--- config.mk ---
export PLATFORM = sky130hd
export DESIGN_NAME = ram_port_ctrl
export DESIGN_NICKNAME = d
export VERILOG_FILES = /design/src/rtl/ram_pkg.sv /design/src/rtl/resp_fifo.sv /design/src/rtl/ram_port_ctrl.sv
export SDC_FILE = /design/constraint.sdc
export NUM_CORES = 1
export LEC_CHECK = 0
export BUFFER_PORTS_ARGS = -buffer_cell sky130_fd_sc_hd__buf_2
export CAP_MARGIN = 20
export CORE_MARGIN = 3
export CORE_UTILIZATION = 41
export CTS_BUF_LIST = sky130_fd_sc_hd__clkbuf_8 sky130_fd_sc_hd__clkbuf_16
export DETAILED_ROUTE_END_ITERATION = 10
export PLACE_DENSITY_LB_ADDON = 0.3
export SYNTH_ARGS = -nofsm -noshare
export SYNTH_HDL_FRONTEND = slang
export SYNTH_SLANG_ARGS = --single-unit
export TNS_END_PERCENT = 5
--- constraint.sdc ---
create_clock -name clk -period 2.71 [get_ports clk]
set_input_delay 0.271 -clock clk [delete_from_list [all_inputs] [get_ports clk]]
set_output_delay 0.271 -clock clk [all_outputs]
set_load 0.02 [all_outputs]
--- src/rtl/ram_pkg.sv ---
// Shared types and constants for the dual-port RAM requester path.
package ram_pkg;

   localparam int RAM_ADDR_WIDTH = 17;
   localparam int RAM_DATA_WIDTH = 64;
   localparam int RAM_BYTE_WIDTH = 8;
   localparam int BYTES_PER_WORD = RAM_DATA_WIDTH / RAM_BYTE_WIDTH;

   typedef struct packed {
      logic [RAM_ADDR_WIDTH-1:0] addr;
      logic [BYTES_PER_WORD-1:0] strobe;
      logic [RAM_DATA_WIDTH-1:0] wdata;
   } ram_req_t;

   typedef struct packed {
      logic [RAM_DATA_WIDTH-1:0] rdata;
      logic                      write;
   } ram_resp_t;

   function automatic int bytes_per_word(input int data_width, input int byte_width);
      return data_width / byte_width;
   endfunction

endpackage

--- src/rtl/resp_fifo.sv ---
// Synchronous response FIFO; depth need not be a power of two, so pointers
// wrap by explicit compare.
module resp_fifo #(
   parameter int DEPTH = 4,
   parameter int WIDTH = 65,
   localparam int CNT_W = $clog2(DEPTH + 1),
   localparam int PTR_W = (DEPTH > 1) ? $clog2(DEPTH) : 1
) (
   input  logic             clk,
   input  logic             reset,
   input  logic             push,
   input  logic [WIDTH-1:0] push_data,
   input  logic             pop,
   output logic [WIDTH-1:0] head_data,
   output logic             full,
   output logic             empty,
   output logic [CNT_W-1:0] count
);

   logic [WIDTH-1:0] mem [DEPTH];
   logic [PTR_W-1:0] wr_ptr;
   logic [PTR_W-1:0] rd_ptr;
   logic             do_push;
   logic             do_pop;

   function automatic logic [PTR_W-1:0] ptr_next(input logic [PTR_W-1:0] p);
      return (p == PTR_W'(DEPTH - 1)) ? '0 : p + PTR_W'(1);
   endfunction

   // Occupancy flags and qualified handshakes.
   always_comb begin
      full      = (count == CNT_W'(DEPTH));
      empty     = (count == '0);
      do_push   = push && !full;
      do_pop    = pop && !empty;
      head_data = mem[rd_ptr];
   end

   // Pointer and count bookkeeping; simultaneous push and pop keeps count.
   always_ff @(posedge clk) begin
      if (reset) begin
         wr_ptr <= '0;
         rd_ptr <= '0;
         count  <= '0;
      end else begin
         if (do_push) wr_ptr <= ptr_next(wr_ptr);
         if (do_pop)  rd_ptr <= ptr_next(rd_ptr);
         unique case ({do_push, do_pop})
            2'b10:   count <= count + CNT_W'(1);
            2'b01:   count <= count - CNT_W'(1);
            default: count <= count;
         endcase
      end
   end

   // Entry storage; contents are don't-care while the slot is empty.
   always_ff @(posedge clk) begin
      if (do_push) mem[wr_ptr] <= push_data;
   end

endmodule

--- src/rtl/ram_port_ctrl.sv ---
// Requester-side controller for one RAM port: issues requests, tracks the
// fixed read latency and returns one in-order response per request.
module ram_port_ctrl
   import ram_pkg::*;
#(
   parameter int ADDR_WIDTH   = RAM_ADDR_WIDTH,
   parameter int DATA_WIDTH   = RAM_DATA_WIDTH,
   parameter int BYTE_WIDTH   = RAM_BYTE_WIDTH,
   parameter int READ_LATENCY = 2,
   localparam int BPW         = bytes_per_word(DATA_WIDTH, BYTE_WIDTH)
) (
   input  logic                  clk,
   input  logic                  reset,
   input  logic                  req_valid,
   output logic                  req_ready,
   input  logic [ADDR_WIDTH-1:0] req_addr,
   input  logic [BPW-1:0]        req_strobe,
   input  logic [DATA_WIDTH-1:0] req_wdata,
   output logic                  resp_valid,
   input  logic                  resp_ready,
   output logic [DATA_WIDTH-1:0] resp_rdata,
   output logic                  resp_write,
   output logic                  ram_en,
   output logic [ADDR_WIDTH-1:0] ram_addr,
   output logic [BPW-1:0]        ram_strobe,
   output logic [DATA_WIDTH-1:0] ram_wdata,
   input  logic [DATA_WIDTH-1:0] ram_rdata
);

   localparam int FIFO_DEPTH = READ_LATENCY + 2;
   localparam int CNT_W      = $clog2(FIFO_DEPTH + 1);
   localparam int LAST       = READ_LATENCY - 1;

   logic                    fire;
   logic                    is_write;
   logic [READ_LATENCY-1:0] stage_vld;
   logic [READ_LATENCY-1:0] stage_wr;
   logic                    push_stage;
   logic                    push;
   logic                    pop;
   logic [DATA_WIDTH-1:0]   push_rdata;
   logic [DATA_WIDTH:0]     push_data;
   logic [DATA_WIDTH:0]     head_data;
   logic                    fifo_full;
   logic                    fifo_empty;
   logic [CNT_W-1:0]        fifo_count;
   logic [CNT_W-1:0]        inflight_count;
   logic [CNT_W:0]          credit_used;

   // Request acceptance from registered credit, RAM drive and response output.
   always_comb begin
      credit_used = {1'b0, inflight_count} + {1'b0, fifo_count};
      req_ready   = !reset && (credit_used < (CNT_W + 1)'(FIFO_DEPTH));
      fire        = req_valid && req_ready;
      is_write    = |req_strobe;

      ram_en      = fire;
      ram_addr    = req_addr;
      ram_strobe  = fire ? req_strobe : '0;
      ram_wdata   = req_wdata;

      push_stage  = stage_vld[LAST];
      push        = push_stage && !fifo_full;
      push_rdata  = stage_wr[LAST] ? '0 : ram_rdata;
      push_data   = {push_rdata, stage_wr[LAST]};

      resp_valid  = !fifo_empty && !reset;
      resp_rdata  = resp_valid ? head_data[DATA_WIDTH:1] : '0;
      resp_write  = resp_valid && head_data[0];
      pop         = resp_valid && resp_ready;
   end

   // Latency tracker: advances every cycle because the RAM never stalls.
   always_ff @(posedge clk) begin
      if (reset) begin
         stage_vld <= '0;
         stage_wr  <= '0;
      end else begin
         stage_vld[0] <= fire;
         stage_wr[0]  <= fire && is_write;
         for (int i = 1; i < READ_LATENCY; i++) begin
            stage_vld[i] <= stage_vld[i-1];
            stage_wr[i]  <= stage_wr[i-1];
         end
      end
   end

   // Requests issued to the RAM whose data has not yet reached the FIFO.
   always_ff @(posedge clk) begin
      if (reset) begin
         inflight_count <= '0;
      end else begin
         unique case ({fire, push_stage})
            2'b10:   inflight_count <= inflight_count + CNT_W'(1);
            2'b01:   inflight_count <= inflight_count - CNT_W'(1);
            default: inflight_count <= inflight_count;
         endcase
      end
   end

   resp_fifo #(
      .DEPTH (FIFO_DEPTH),
      .WIDTH (DATA_WIDTH + 1)
   ) u_fifo (
      .clk       (clk),
      .reset     (reset),
      .push      (push),
      .push_data (push_data),
      .pop       (pop),
      .head_data (head_data),
      .full      (fifo_full),
      .empty     (fifo_empty),
      .count     (fifo_count)
   );

   // Credit accounting guarantees a free slot whenever data arrives.
   a_no_overflow: assert property (@(posedge clk) disable iff (reset)
      !(push_stage && fifo_full));

endmodule
==> run metrics <==
outcome finished with violations; failing checks negative setup slack; Reg power frac 0.525; Reg clk slew, reported paths 0.06 ns; Max IR drop VDD 512 µV; drt total wl 23.9 mm; power density over cell area 684 nW/µm²; I/O pin count 314; drt drc 0; biggest area consumer among synthesized cells edfxtp_1; H-tree depth 1; worst hold start req_strobe[1]; Die ar. 30,600 µm²; Synth Instances 655; Max clock buf depth 3; final hold viol count 0; met1 Usage GRT 0.199; first-pass GRT wire length 36.9 mm; largest net degree at the start of global routing 69; clock tree sinks 276; most common cell after layout, fill and taps aside edfxtp_1; GRT met3 Usage 0.0287; Worst Hold Margin 0.0469 ns; clock insertion delay at the later pin of the skew report 0.53 ns; P&R area growth vs syn 14.6%; Synth area leaders edfxtp_1 67%, mux4_2 13%, buf_4 5.3%, and2_1 4.0%, nor2b_1 3.6%; Clock Skew 0.00878 ns; Avg Vias per Cell 5.07; Tightest Hold Check Type in2reg; Final Max Tran Viols 0; Rows 61; Diodes inserted 0; drt first-iter violations 335; Pre-antenna DRT Iters 4; logic gate share of total power 0.077; core area 27,900 µm²; Initial Util 0.418; Synth Warn # 0; crit path capture type flip-flop; total negative slack -0.0228 ns; Slew @ Worst Pin 0.905 ns; CTS tree done; critical setup path kind reg2reg; required time of the worst setup path 3.17 ns; Seq/Total Area, Yosys 0.696; Total GRT Usage 0.155; Yosys top cell area share 0.668; Post-synth EDFFs 260; Power Internal 7.20 mW; asr flop ratio synth 0; RSZ-0062 raised after global routing true; power share of the clock group 0.397; Placer Congestion 0.801; r2r setup slk -0.02 ns; final net count 910; clk root buf clkbuf_16; HPWL after DPL 14.4 mm; antenna-violating nets left 0; Hold EP stage_wr[0]; Hold Crit Depth 3; switching power of the nets 1.95 mW; fillers 2,412; synthesized area per cell 17.8 µm²; total grt overflow 0; WL per Instance 20.9 µm; setup ws final -0.0228 ns; vias in the first global route 6,494; MaxCap Viol Count 0; Syn Nets 823; fraction of layout cells with a size suffix above 1 0.385; cts bufs inserted 28; synth unique cells 33; met2 Track Usage GR 0.264; synthesized area 11,700 µm²; critical path peak fanout 5; Hold Buf Count CTS 0; worst r2r dst inflight_count[2]; worst r2r src u_fifo.count[2]; Worst EP arrival 3.20 ns; busiest grt layer met2; Max-slew headroom 0.396; Startpoint Class flip-flop; Worst Reg-to-Reg Cells 9; height of the chip 175 µm; port bufs 151; Fmax 0.366 GHz; final period utilization 1.01; Yosys reg bits 276; initial antenna violation count 0; leakage 4.69 nW; DR vias 5,795; fin crit period 2.73 ns; most frequent cells in the layout 260 x edfxtp_1, 143 x buf_2, 73 x and2_1; switching share of power 0.213; die width 175 µm; Top FF cell, synth edfxtp_1; final setup violating endpoints 1
## sequential cells by signal (all words and copies together), names as in the netlist, named ones only
register / count
u_fifo.mem: 260
inflight_count: 3
u_fifo.count: 3
stage_vld: 2
stage_wr: 2
u_fifo.rd_ptr: 2
u_fifo.wr_ptr: 2
## worst max-delay path by stage
| stage | from | slack (ns) | end |
|---|---|---|---|
| 2_1_floorplan | u_fifo.count[2] | -0.01 | inflight_count[2] |
| 3_3_place_gp | u_fifo.count[2] | 0.09 | inflight_count[2] |
| 3_5_place_dp | u_fifo.count[2] | -0.005 | inflight_count[2] |
| 4_1_cts | u_fifo.count[2] | 0.003 | ram_strobe[5] |
| 5_1_grt | u_fifo.count[2] | -0.10 | inflight_count[2] |
| 6_report | u_fifo.count[2] | -0.02 | inflight_count[2] |
## power by group through the flow
stage / combinational [mW] / clock [mW] / sequential, mW
after global routing: 0.778 / 3.94 / 4.82
after CTS: 0.717 / 3.75 / 4.81
after detailed placement: 0.698 / 0 / 4.90
after floorplan: 0.661 / 0 / 4.86
final: 0.708 / 3.64 / 4.81
after global placement: 0.677 / 0 / 4.89
## cell families after synthesis
logic type / share of synthesized area
xor+xnor: 0.00300
compound gates: 0.00600
buf+inv: 0.0661
flops: 0.696
mux: 0.129
simple gates: 0.0873
fa+ha+maj: 0.0131
## critical path, cell delays in order, from the launching register on
cell      delay (ns)
dfxtp_2         0.34
ha_1            0.29
or4_4           0.52
a311oi_4        0.27
inv_1           0.12
ha_4            0.19
fa_2            0.33
xnor2_1         0.15
or3_1           0.33
a21oi_2         0.14
## final cells by class
| class | count | area, µm² | area share |
|---|---|---|---|
| clock buffers | 29 | 726 | 0.0542 |
| clock inverters | 23 | 159 | 0.0119 |
| inverters | 8 | 30.0 | 0.00224 |
| multi-input cells | 260 | 2860 | 0.213 |
| flip-flops and latches | 276 | 8140 | 0.608 |
| well taps | 378 | 473 | 0.0353 |
| repair buffers | 168 | 1010 | 0.0751 |
## layer usage
layer  vias up  part of all wire
li1       2564                 -
met2       172              0.50
met3        98             0.060
met1      2961              0.41
met5         -                 0
met4         0             0.034
## Yosys cell counts, types with 2 or more instances
library cell  instances
o21ai_0               2
fa_1                  2
buf_2                 7
inv_1                 8
mux2_2                2
nor4_1                2
buf_4                83
nand2b_1              2
edfxtp_1            260
mux2i_1               2
and3_1                4
mux4_2               65
dfxtp_1              16
nor3_1                2
ha_1                  9
or3_1                 2
clkbuf_1             21
xor2_1                3
and2_1               74
nor2b_1              68
nor2_1                7
a21oi_1               3
## per-stage QoR
| stage | worst slack (ns) | util | instance area [µm²] | total power [mW] | instances |
|---|---|---|---|---|---|
| after detailed placement | -0.00496 | 0.445 | 12400 | 5.60 | 1088 |
| after floorplan | -0.0119 | - | 11700 | 5.52 | 655 |
| after CTS | 0.00318 | 0.478 | 13300 | 9.28 | 1142 |
| final | -0.0228 | 0.479 | 13400 | 9.16 | 1142 |
| after global routing | -0.104 | 0.479 | 13400 | 9.53 | 1142 |
| after global placement | 0.0888 | 0.445 | 12400 | 5.57 | 1088 |
## timing repair
action	4_1_cts	5_1_grt
pin swaps	2	0
buffers inserted	1	0
resized for setup	4	13
gates cloned	1	0
setup endpoints to repair	40	29
Power figures use the tool's default switching activity.
